### config.mk
export PLATFORM = sky130hd
export DESIGN_NAME = muldiv_hilo
export DESIGN_NICKNAME = d
export VERILOG_FILES = /design/src/rtl/muldiv_hilo.sv
export SDC_FILE = /design/constraint.sdc
export NUM_CORES = 1
export LEC_CHECK = 0
export CAP_MARGIN = 20
export CORE_MARGIN = 2
export CORE_UTILIZATION = 58
export CTS_CLUSTER_SIZE = 10
export DETAILED_ROUTE_END_ITERATION = 10
export PLACE_DENSITY = 0.81
export SYNTH_ARGS = -nofsm -noshare
export SYNTH_HDL_FRONTEND = slang
export SYNTH_SLANG_ARGS = --single-unit
### constraint.sdc
create_clock -name clk -period 4.7 [get_ports clk]
set_input_delay 0.94 -clock clk [delete_from_list [all_inputs] [get_ports clk]]
set_output_delay 0.94 -clock clk [all_outputs]
set_load 0.01 [all_outputs]
### src/rtl/muldiv_hilo.sv
// Sequential radix-2 multiply/divide unit owning the HI/LO register pair.
// Optional MULDIV_EARLY_OUT_EN: mult/multu leave CALC once the remaining multiplier is zero.
module muldiv_hilo #(
    parameter int unsigned WIDTH = 32
) (
    input  logic             clk,
    input  logic             rst_n,
    input  logic             start,
    input  logic [1:0]       op,
    input  logic [WIDTH-1:0] sr,
    input  logic [WIDTH-1:0] tg,
    input  logic             mthi,
    input  logic             mtlo,
    input  logic [WIDTH-1:0] wdata,
    output logic             busy,
    output logic             done,
    output logic             div_by_zero,
    output logic [WIDTH-1:0] hi,
    output logic [WIDTH-1:0] lo
);

    localparam int unsigned PW = 2 * WIDTH;
    localparam int unsigned CW = (WIDTH > 1) ? $clog2(WIDTH) : 1;

    typedef enum logic [1:0] {
        S_IDLE = 2'd0,
        S_CALC = 2'd1,
        S_FIX  = 2'd2
    } state_t;

    state_t           r_state;
    logic             r_busy;
    logic             r_done;
    logic             r_dbz;
    logic [WIDTH-1:0] r_hi;
    logic [WIDTH-1:0] r_lo;
    logic [CW-1:0]    r_cnt;
    logic             r_div;
    logic             r_neg_q;
    logic             r_neg_r;
    logic             r_dz;
    // r_p: product accumulator (mult) or partial remainder (div)
    logic [PW-1:0]    r_p;
    // r_mc: shifting multiplicand (mult) or divisor in the low half (div)
    logic [PW-1:0]    r_mc;
    // r_q: multiplier shifting right (mult) or dividend/quotient shifting left (div)
    logic [WIDTH-1:0] r_q;

    logic             w_signed;
    logic             w_sr_neg;
    logic             w_tg_neg;
    logic             w_tg_zero;
    logic [WIDTH-1:0] w_sr_mag;
    logic [WIDTH-1:0] w_tg_mag;
    logic [PW-1:0]    w_p_mul;
    logic [WIDTH:0]   w_shift;
    logic             w_fits;
    logic [WIDTH-1:0] w_diff;
    logic [WIDTH-1:0] w_rem_nxt;
    logic [WIDTH-1:0] w_rem;
    logic [PW-1:0]    w_prod;
    logic             w_mul_exit;

    // Operand magnitudes; unsigned ops (op[0]=1) pass through untouched
    assign w_signed  = ~op[0];
    assign w_sr_neg  = w_signed & sr[WIDTH-1];
    assign w_tg_neg  = w_signed & tg[WIDTH-1];
    assign w_tg_zero = (tg == '0);
    assign w_sr_mag  = w_sr_neg ? -sr : sr;
    assign w_tg_mag  = w_tg_neg ? -tg : tg;

    assign w_p_mul = r_p + (r_q[0] ? r_mc : '0);

    // Restoring step; a fitting difference is always below the divisor, so WIDTH bits suffice
    assign w_shift   = {r_p[WIDTH-1:0], r_q[WIDTH-1]};
    assign w_fits    = (w_shift >= {1'b0, r_mc[WIDTH-1:0]});
    assign w_diff    = w_shift[WIDTH-1:0] - r_mc[WIDTH-1:0];
    assign w_rem_nxt = w_fits ? w_diff : w_shift[WIDTH-1:0];

    assign w_rem  = r_p[WIDTH-1:0];
    assign w_prod = r_neg_q ? -r_p : r_p;

`ifdef MULDIV_EARLY_OUT_EN
    assign w_mul_exit = ~r_div & (r_q == '0);
`else
    assign w_mul_exit = 1'b0;
`endif

    always_ff @(posedge clk or negedge rst_n) begin
        if (!rst_n) begin
            r_state <= S_IDLE;
            r_busy  <= 1'b0;
            r_done  <= 1'b0;
            r_dbz   <= 1'b0;
            r_hi    <= '0;
            r_lo    <= '0;
            r_cnt   <= '0;
            r_div   <= 1'b0;
            r_neg_q <= 1'b0;
            r_neg_r <= 1'b0;
            r_dz    <= 1'b0;
            r_p     <= '0;
            r_mc    <= '0;
            r_q     <= '0;
        end else begin
            r_done <= 1'b0;
            r_dbz  <= 1'b0;
            case (r_state)
                S_IDLE: begin
                    if (mthi) r_hi <= wdata;
                    if (mtlo) r_lo <= wdata;
                    if (start) begin
                        r_state <= S_CALC;
                        r_busy  <= 1'b1;
                        r_cnt   <= '0;
                        r_div   <= op[1];
                        r_neg_q <= w_sr_neg ^ w_tg_neg;
                        r_neg_r <= w_sr_neg;
                        r_dz    <= op[1] & w_tg_zero;
                        r_p     <= '0;
                        r_mc    <= PW'(op[1] ? w_tg_mag : w_sr_mag);
                        // A zero divisor keeps the raw dividend for HI
                        r_q     <= op[1] ? (w_tg_zero ? sr : w_sr_mag) : w_tg_mag;
                    end
                end
                S_CALC: begin
                    if (r_dz || w_mul_exit) begin
                        r_state <= S_FIX;
                    end else begin
                        if (r_div) begin
                            r_p <= PW'(w_rem_nxt);
                            r_q <= {r_q[WIDTH-2:0], w_fits};
                        end else begin
                            r_p  <= w_p_mul;
                            r_mc <= r_mc << 1;
                            r_q  <= r_q >> 1;
                        end
                        r_cnt <= r_cnt + CW'(1);
                        if (r_cnt == CW'(WIDTH - 1)) r_state <= S_FIX;
                    end
                end
                S_FIX: begin
                    if (r_dz) begin
                        r_hi  <= r_q;
                        r_lo  <= '1;
                        r_dbz <= 1'b1;
                    end else if (r_div) begin
                        r_lo <= r_neg_q ? -r_q : r_q;
                        r_hi <= r_neg_r ? -w_rem : w_rem;
                    end else begin
                        r_hi <= w_prod[PW-1:WIDTH];
                        r_lo <= w_prod[WIDTH-1:0];
                    end
                    r_done  <= 1'b1;
                    r_busy  <= 1'b0;
                    r_state <= S_IDLE;
                end
                default: begin
                    r_state <= S_IDLE;
                    r_busy  <= 1'b0;
                end
            endcase
        end
    end

    assign busy        = r_busy;
    assign done        = r_done;
    assign div_by_zero = r_dbz;
    assign hi          = r_hi;
    assign lo          = r_lo;

endmodule

==> impl_results.md <==
* CP max-delay cell: or4_4
* Row count at 71
* CTS Sinks at 238
* Via/cell ratio at 6.60
* Hold Crit Class: input pin to asynchronous set/reset pin
* Setup crit end kind: flip-flop
* F_max at 238 MHz
* First-pass GRT wire length at 125 mm
* Pin count of the biggest net entering global routing at 162
* Number of global-route vias before repair at 22000
* CTS tree: done
* Final Max Tran Viols at 0
* Period Utilization, post-route at 0.895
* Max VDD drop at 608 µV
* Setup TNS at 0 ns
* Cts bufs inserted at 31
* RSZ-0062 raised after global routing: false
* Largest stage delay on the critical path at 0.65 ns
* Synth unique cells at 81
* Setup Buffers After CTS at 0
* Register bit total from synthesis at 238
* Gr busiest metal: met2
* Vias post-DR at 23000
* Layout Skew at 0.0224 ns
* Fin cells at 3484
* Die height at 199 µm
* Buffers on Ports at 169
* Worst Path Arrival at 4.72 ns
* GR Layer Usage met3 at 0.0848
* Run status: completed
* Share of layout cells above drive strength 1 at 0.0599
* Ys flop type: dfrtp_1
* Initial Utilization at 0.587
* Cell count after synthesis at 2895
* Aggregate global routing overflow at 0
* Met2 Use GR at 0.668
* All-Layer GR Usage at 0.413
* Placeable Area at 0.0375 mm²
* Buffers & Inverters on Critical Path at 1
* Least-Margin Pin Slew at 0.932 ns
* Syn_area_per_cell at 7.60 µm²
* CP delay by family, top: simple AND/OR/NAND/NOR gates
* Fillcell total at 3241
* Number of flops mapped to enable cells by yosys at 0
* Drt pass-1 iters at 6
* Fin crit period at 4.20 ns
* Post-CTS sizing at 0
* Fin nets at 3161
* Synth area leader: dfrtp_1
* Synth top area cells: dfrtp_1 27%, o21ai_0 6.4%, xnor2_1 6.4%, nand2_1 6.0%, ha_1 5.7%
* 1st-iter DRT viols at 2230
* Final setup violation count at 0
* Synth cell count leaders: 352 x nand2_1, 283 x o21ai_0, 247 x a21oi_1, 238 x dfrtp_1, 233 x nor2_1
* Placed instance count at 3432
* CP Max Fanout at 8
* Yosys warning count at 0
* # DRC at 0
* Final HPWL DP at 63.3 mm
* Area Growth Syn to Fin at 14.4%
* GPL Wtd Cong at 1.03
* WL/cell at 23.7 µm
* Ports at 170
* Cell Area, Synth at 0.0220 mm²
* Most frequent cell after synthesis: nand2_1
* Antenna viol nets, final at 0
* Critical path type: flip-flop to flip-flop
* Clock Latency Late Sink at 0.60 ns
* Sequential area share after synthesis at 0.271
* Worst EP required at 5.21 ns
* Post-Route WL at 82.5 mm
* Fin. Hold Viols at 0
* Crit-path cells: inv_1 -> ha_1 -> nor4b_1 -> nand2_1 -> or4_4 -> or3_4 -> o41ai_2 -> xnor2_1 -> nor2_1 -> a211oi_1 -> a21oi_1 -> o21ai_1
* Die span in x at 199 µm
* Max-slew headroom at 0.379
* Clock Tree Root: clkbuf_16
* PwrDens at 812 mW/mm²
* Initial antenna violation count at 0
* Yosys top cell area share at 0.271
* H-tree depth at 1
* Max Cap Viol at 0
* Clock tree buffer depth at 3
* Fraction of registers with async set/reset at 1.00
* Diodes inserted at 0
* Static leakage at 10.5 nW
* Synth Net Count at 3101
* Hold-fix buffers, CTS at 0
* Worst Setup Start Kind: flip-flop
* Clock Pin Slew Worst Setup and Hold Paths at 0.06 ns
* M1 GR Usage at 0.521
* Die area at 0.0395 mm²
-- worst reg2reg max path, cell delays in order (launching register included) --
cell,delay [ns]
dfrtp_1,0.52
inv_1,0.27
ha_1,0.27
nor4b_1,0.45
nand2_1,0.36
or4_4,0.65
or3_4,0.43
o41ai_2,0.26
xnor2_1,0.22
nor2_1,0.07
a211oi_1,0.40
a21oi_1,0.09
o21ai_1,0.15
-- power by group --
part           internal [W]  switching (W)
Sequential          0.00302        0.00151
Clock               0.00134       0.000944
Combinational       0.00545        0.00816
Total               0.00982         0.0106
-- flip-flops by register name, summed over array words and instances (netlist names) --
signal,count
r_neg_r,1
r_div,1
done,1
hi,32
r_mc,64
r_state,2
r_cnt,5
r_dz,1
r_p,64
div_by_zero,1
busy,1
r_neg_q,1
lo,32
r_q,32
-- per-stage QoR --
stage	util	instance area, µm²	setup slack [ns]	total power, W	hold WS (ns)
after global routing	0.671	25200	0.322	0.0218	0.399
final	0.671	25200	0.496	0.0204	0.331
after CTS	0.671	25100	0.682	0.0200	0.375
after detailed placement	0.645	24200	0.303	0.0176	0.469
after floorplan	-	22000	1.21	0.0133	0.450
after global placement	0.645	24200	0.419	0.0174	0.461
-- placed cells by master (no fill, tap or decap), types with 48 or more instances in the layout --
cell and count:
nand2_1 352, o21ai_0 283, a21oi_1 247, dfrtp_1 236, nor2_1 230, clkdlybuf4s50_1 167
xnor2_1 160, xor2_1 123, ha_1 101, inv_1 77, buf_4 63, a211oi_1 60
a21o_1 59, o22ai_1 49, o31ai_1 48
-- worst paths after layout --
check | slack (ns) | from | cells after the start | endpoint
worst max register to register | 0.50 | r_p[1] | 12 | hi[10]
worst min-delay path | 0.33 | rst_n | 1 | lo[5]
min in group clk | 0.48 | hi[9] | 2 | hi[9]
max in group asynchronous | 3.30 | rst_n | 2 | r_mc[48]
worst max-delay path | 0.50 | r_p[1] | 12 | hi[10]
worst min register to register | 0.48 | hi[9] | 2 | hi[9]
-- cell type report --
| type | instances | area [µm²] | area share |
|---|---|---|---|
| clock inverter | 9 | 76.3 | 0.00303 |
| multi-input combinational | 2365 | 15000 | 0.596 |
| clock buffer | 42 | 877 | 0.0349 |
| inverter | 80 | 300 | 0.0119 |
| tap | 511 | 639 | 0.0254 |
| timing repair buffer | 239 | 2300 | 0.0916 |
| sequential | 238 | 5960 | 0.237 |
-- layer usage --
metal  vias to the layer above  wire, µm
met3                       282      8400
met2                      1262     37000
met1                     10900     32600
li1                      10600         -
met5                         -         0
met4                         0      4430
-- cells by family (layout without fill, tap and decap cells) --
kind of cell | Yosys count | count (layout) | share of synthesized area
AOI/OAI and AO/OA | 1008 | 1008 | 0.288
xor gates and xnor gates | 283 | 283 | 0.113
adders and majority gates | 103 | 103 | 0.0592
buffers and inverters | 292 | 370 | 0.0505
DFF | 238 | 238 | 0.271
muxes | 45 | 45 | 0.0214
and+or+nand+nor | 926 | 926 | 0.198
Note: power is estimated with default switching activity, not from simulation.
